--- config.mk ---
export PLATFORM = sky130hd
export DESIGN_NAME = mc_controller
export DESIGN_NICKNAME = d
export VERILOG_FILES = /design/src/rtl/mc_controller.sv
export SDC_FILE = /design/constraint.sdc
export NUM_CORES = 1
export LEC_CHECK = 0
export CORE_MARGIN = 1
export CORE_UTILIZATION = 30
export DETAILED_ROUTE_END_ITERATION = 12
export GPL_ROUTABILITY_DRIVEN = 0
export PLACE_DENSITY = 0.64
export SYNTH_ARGS = -nofsm -noshare
export SYNTH_HDL_FRONTEND = slang
export SYNTH_SLANG_ARGS = --single-unit
--- constraint.sdc ---
create_clock -name clk -period 4.5 [get_ports clk]
set_input_delay 0.9 -clock clk [delete_from_list [all_inputs] [get_ports clk]]
set_output_delay 0.9 -clock clk [all_outputs]
set_load 0.03 [all_outputs]
--- src/rtl/mc_controller.sv ---
// mc_controller: multi-cycle RV32I-subset control FSM.
// Three-process FSM (state reg / next-state / outputs), combinational
// ALU and immediate decoders, plus a retired-instruction counter and a
// sticky illegal-opcode flag for debug.
module mc_controller #(
  parameter int CNT_W = 32
) (
  input  logic             clk,
  input  logic             reset,
  input  logic [6:0]       op,
  input  logic [2:0]       funct3,
  input  logic             funct7b5,
  input  logic             zero,
  output logic             pc_write,
  output logic             mem_write,
  output logic             adr_src,
  output logic             ir_write,
  output logic             we,
  output logic [1:0]       result_src,
  output logic [1:0]       alu_srca,
  output logic [1:0]       alu_srcb,
  output logic [1:0]       imm_src,
  output logic [2:0]       alu_cntrl,
  output logic [3:0]       state,
  output logic             illegal,
  output logic [CNT_W-1:0] retired
);

  localparam logic [3:0] S_FETCH    = 4'd0;
  localparam logic [3:0] S_DECODE   = 4'd1;
  localparam logic [3:0] S_MEMADR   = 4'd2;
  localparam logic [3:0] S_MEMREAD  = 4'd3;
  localparam logic [3:0] S_MEMWB    = 4'd4;
  localparam logic [3:0] S_MEMWRITE = 4'd5;
  localparam logic [3:0] S_EXECR    = 4'd6;
  localparam logic [3:0] S_EXECI    = 4'd7;
  localparam logic [3:0] S_ALUWB    = 4'd8;
  localparam logic [3:0] S_JAL      = 4'd9;
  localparam logic [3:0] S_BEQ      = 4'd10;

  localparam logic [6:0] OP_LW  = 7'b0000011;
  localparam logic [6:0] OP_SW  = 7'b0100011;
  localparam logic [6:0] OP_R   = 7'b0110011;
  localparam logic [6:0] OP_I   = 7'b0010011;
  localparam logic [6:0] OP_BEQ = 7'b1100011;
  localparam logic [6:0] OP_JAL = 7'b1101111;

  localparam logic [2:0] ALU_ADD = 3'b000;
  localparam logic [2:0] ALU_SUB = 3'b001;
  localparam logic [2:0] ALU_AND = 3'b010;
  localparam logic [2:0] ALU_OR  = 3'b011;
  localparam logic [2:0] ALU_SLT = 3'b101;

  logic [3:0] state_q, state_d;
  logic       legal_op;
  logic       retire;
  logic [2:0] alu_fn;
  logic       pc_write_raw, mem_write_raw, ir_write_raw, we_raw;

  assign state = state_q;

  // Opcode legality, used by DECODE to flag unsupported instructions.
  always_comb begin
    legal_op = 1'b0;
    case (op)
      OP_LW, OP_SW, OP_R, OP_I, OP_BEQ, OP_JAL: legal_op = 1'b1;
      default:                                  legal_op = 1'b0;
    endcase
  end

  // Immediate format follows op alone, in every state.
  always_comb begin
    imm_src = 2'b00;
    case (op)
      OP_SW:   imm_src = 2'b01;
      OP_BEQ:  imm_src = 2'b10;
      OP_JAL:  imm_src = 2'b11;
      default: imm_src = 2'b00;
    endcase
  end

  // ALU function for EXECR/EXECI; only an R-type with instr[30] subtracts.
  always_comb begin
    alu_fn = ALU_ADD;
    case (funct3)
      3'b000:  alu_fn = (op[5] && funct7b5) ? ALU_SUB : ALU_ADD;
      3'b010:  alu_fn = ALU_SLT;
      3'b110:  alu_fn = ALU_OR;
      3'b111:  alu_fn = ALU_AND;
      default: alu_fn = ALU_ADD;
    endcase
  end

  // State register; reset aborts any in-flight instruction.
  always_ff @(posedge clk or negedge reset) begin
    if (!reset) state_q <= S_FETCH;
    else        state_q <= state_d;
  end

  // Next-state logic; unused encodings fall back to FETCH.
  always_comb begin
    state_d = S_FETCH;
    case (state_q)
      S_FETCH:  state_d = S_DECODE;
      S_DECODE: begin
        case (op)
          OP_LW, OP_SW: state_d = S_MEMADR;
          OP_R:         state_d = S_EXECR;
          OP_I:         state_d = S_EXECI;
          OP_JAL:       state_d = S_JAL;
          OP_BEQ:       state_d = S_BEQ;
          default:      state_d = S_FETCH;
        endcase
      end
      S_MEMADR:   state_d = op[5] ? S_MEMWRITE : S_MEMREAD;
      S_MEMREAD:  state_d = S_MEMWB;
      S_MEMWB:    state_d = S_FETCH;
      S_MEMWRITE: state_d = S_FETCH;
      S_EXECR:    state_d = S_ALUWB;
      S_EXECI:    state_d = S_ALUWB;
      S_ALUWB:    state_d = S_FETCH;
      S_JAL:      state_d = S_ALUWB;
      S_BEQ:      state_d = S_FETCH;
      default:    state_d = S_FETCH;
    endcase
  end

  // Per-state datapath controls; unused encodings drive everything to 0.
  always_comb begin
    pc_write_raw  = 1'b0;
    mem_write_raw = 1'b0;
    ir_write_raw  = 1'b0;
    we_raw        = 1'b0;
    adr_src       = 1'b0;
    result_src    = 2'b00;
    alu_srca      = 2'b00;
    alu_srcb      = 2'b00;
    alu_cntrl     = ALU_ADD;
    case (state_q)
      S_FETCH: begin
        ir_write_raw = 1'b1;
        alu_srcb     = 2'b10;
        result_src   = 2'b10;
        pc_write_raw = 1'b1;
      end
      S_DECODE: begin
        alu_srca = 2'b01;
        alu_srcb = 2'b01;
      end
      S_MEMADR: begin
        alu_srca = 2'b10;
        alu_srcb = 2'b01;
      end
      S_MEMREAD: adr_src = 1'b1;
      S_MEMWB: begin
        result_src = 2'b01;
        we_raw     = 1'b1;
      end
      S_MEMWRITE: begin
        adr_src       = 1'b1;
        mem_write_raw = 1'b1;
      end
      S_EXECR: begin
        alu_srca  = 2'b10;
        alu_cntrl = alu_fn;
      end
      S_EXECI: begin
        alu_srca  = 2'b10;
        alu_srcb  = 2'b01;
        alu_cntrl = alu_fn;
      end
      S_ALUWB: we_raw = 1'b1;
      S_JAL: begin
        alu_srca     = 2'b01;
        alu_srcb     = 2'b10;
        pc_write_raw = 1'b1;
      end
      S_BEQ: begin
        alu_srca     = 2'b10;
        alu_cntrl    = ALU_SUB;
        pc_write_raw = zero;
      end
      default: ;
    endcase
  end

  // Write enables are held off for as long as reset is low.
  assign pc_write  = pc_write_raw  & reset;
  assign mem_write = mem_write_raw & reset;
  assign ir_write  = ir_write_raw  & reset;
  assign we        = we_raw        & reset;

  assign retire = (state_q == S_MEMWB) || (state_q == S_MEMWRITE) ||
                  (state_q == S_ALUWB) || (state_q == S_BEQ);

  // Sticky flag: set when DECODE sees an unsupported opcode.
  always_ff @(posedge clk or negedge reset) begin
    if (!reset)                               illegal <= 1'b0;
    else if (state_q == S_DECODE && !legal_op) illegal <= 1'b1;
  end

  // Count instructions on their final cycle; wraps naturally.
  always_ff @(posedge clk or negedge reset) begin
    if (!reset)      retired <= '0;
    else if (retire) retired <= retired + CNT_W'(1);
  end

endmodule

==> run summary <==
DRT iter0 DRCs: 96
Vias in the first global route: 1,732
Crit Path Class: in2out
Setup TNS: 0 ns
Slew @ Worst Pin: 0.654 ns
Die W: 85.7 µm
Num CTS Buffers: 5
H-tree Lvls: 2
Worst hold path depth: 1
Post-synth top area share: 0.441
Cell Rows: 30
Final hold vios: 0
Commonest non-fill, non-tap cell in the layout: clkdlybuf4s50_1
Seq/Total Area, Yosys: 0.441
IO Pins: 67
Tcrit/Tclk final: 0.804
Die area: 7340 µm²
# fillers: 674
RSZ-0062 raised after global routing: no
ANT nets after route: 0
First-pass GRT wire length: 8560 µm
Crit. End Element: output port
Clock root cell: clkbuf_8
Cell variety after synth: 39
Critical Path RT: 3.60 ns
Routed len/inst: 13.4 µm
Max VDD drop: 0.200 mV
Clk_skew: 0.0109 ns
Syn Inst Count: 213
Clock Tree Buf Depth: 2
Area contributors post-synth: dfrtp_1 44%, xor2_1 9.2%, xnor2_1 5.0%
FF-to-FF path depth: 4
Vias per cell: 4.83
Synth Flop Type: dfrtp_1
Clock sinks: 37
Min Tclk post-route: 3.62 ns
Final Max Slew Viols: 0
Post-cts repair resize count: 0
Post-CTS setup buffer count: 0
EDFF count, synth: 0
Initial antenna violation count: 0
Inst Count DP: 369
Headroom to the max-slew limit: 0.562
Final instance count without filler cells: 377
Final wirelength: 5040 µm
Fraction of layout cells with a size suffix above 1: 0.0747
Synth warnings: 0
CTS tree: built
Post-synthesis net count: 228
Dpl hpwl: 3640 µm
Mean Syn Cell Area: 9.86 µm²
Most area-hungry cell type in the Yosys netlist: dfrtp_1
Asr flop ratio synth: 1.00
Initial Utilization: 0.309
Status: complete, no violations
Most frequent cells in the layout: 65 x clkdlybuf4s50_1, 37 x dfrtp_1, 22 x xor2_1
Core area: 6790 µm²
Endpoints failing setup: 0
CTS hold repair buffers: 0
Chip Height: 85.7 µm
GRT Util Overall: 0.147
Initial DRT Pass Iterations: 4
Diode count: 0
Largest net degree at the start of global routing: 39
Area growth, synth to finish: 40.1%
Port Buf Inserts: 66
Startpoint types: input port
Worst EP arrival: 2.72 ns
Min-delay worst type: reg2reg
Final net count: 295
Mapped cell area: 2100 µm²
Worst Path Max Fanout: 5
Worst skew pair latency: 0.29 ns
Pwr/cell area: 336 nW/µm²
DRC Markers: 0
Leakage: 1.24 nW
Peak Freq: 0.276 GHz
Clock-pin slew on the worst setup and hold paths: 0.07 ns
Synthesized flop and latch total: 37
Total gr overflow: 0
Vias post-DR: 1,820
Max-Cap Viols: 0
## critical path, cell delays in order
cell and delay [ns]:
clkdlybuf4s50_1 0.48, or3_1 0.39, a211oi_1 0.24, clkdlybuf4s50_1 0.70
## Yosys cell counts, types with 3 or more instances
cell / count
a31oi_1: 3
and3_1: 5
and4_1: 8
clkbuf_1: 5
dfrtp_1: 37
inv_1: 8
nand2_1: 17
nand2b_1: 4
nand3_1: 11
nand4_1: 5
nor2_1: 14
nor2b_1: 3
nor3_1: 17
nor3b_1: 4
nor4_1: 6
o21ai_0: 3
xnor2_1: 12
xor2_1: 22
## state kept, by name, summed over array words and instances (netlist names)
name,cells
retired,32
state,4
illegal,1
## per-layer routing
layer  global-route usage  up-vias  share of wire
li1                     -      899              -
met5                    0        -              0
met3               0.0385        6          0.076
met1                0.201      850           0.48
met2                0.230       65           0.43
met4               0.0409        0          0.011
## cells by family (layout without fill, tap and decap cells)
family / count (synthesis) / in the layout / share of synthesized area
muxes: 1 / 1 / 0.00536
AOI/OAI and AO/OA: 21 / 21 / 0.0822
and+or+nand+nor: 104 / 104 / 0.290
xor gates and xnor gates: 34 / 34 / 0.142
buffers and inverters: 15 / 83 / 0.0339
DFF: 37 / 37 / 0.441
adders and majority gates: 1 / 1 / 0.00595
## power breakdown
part	total (mW)	leakage [nW]	switching (mW)	internal, mW
Combinational	0.327	0.680	0.187	0.141
Clock	0.256	0.0542	0.118	0.138
Sequential	0.407	0.504	0.0535	0.354
Total	0.990	1.24	0.358	0.633
## metrics by stage
step	total power, mW	hold WS, ns	setup WS, ns	instance area [µm²]	util
floorplan	0.605	0.604	1.01	2100	-
global placement	0.741	0.451	0.902	2840	0.418
detailed placement	0.743	0.459	0.871	2840	0.418
CTS	1.00	0.471	0.865	2940	0.433
global route	1.05	0.479	0.731	2940	0.433
finish	0.990	0.464	0.880	2940	0.433
## worst paths after layout
check                             from          end  slack, ns
max                              op[3]   imm_src[0]       0.88
min                        retired[31]  retired[31]       0.46
max reg2reg                   state[1]  retired[23]       2.40
min reg2reg                retired[31]  retired[31]       0.46
max in group asynchronous        reset     state[0]       3.46
min in group asynchronous        reset  retired[14]       0.71
## cell type report
| class | count | area, µm² | area share |
|---|---|---|---|
| Tap cell | 96 | 120 | 0.0408 |
| Clock buffer | 7 | 96.3 | 0.0327 |
| Timing Repair Buffer | 67 | 663 | 0.225 |
| Multi-Input combinational cell | 161 | 1100 | 0.375 |
| Inverter | 8 | 30.0 | 0.0102 |
| Clock inverter | 1 | 5.00 | 0.00170 |
| Sequential cell | 37 | 926 | 0.314 |
No activity file was read; power rests on OpenSTA's default activity.
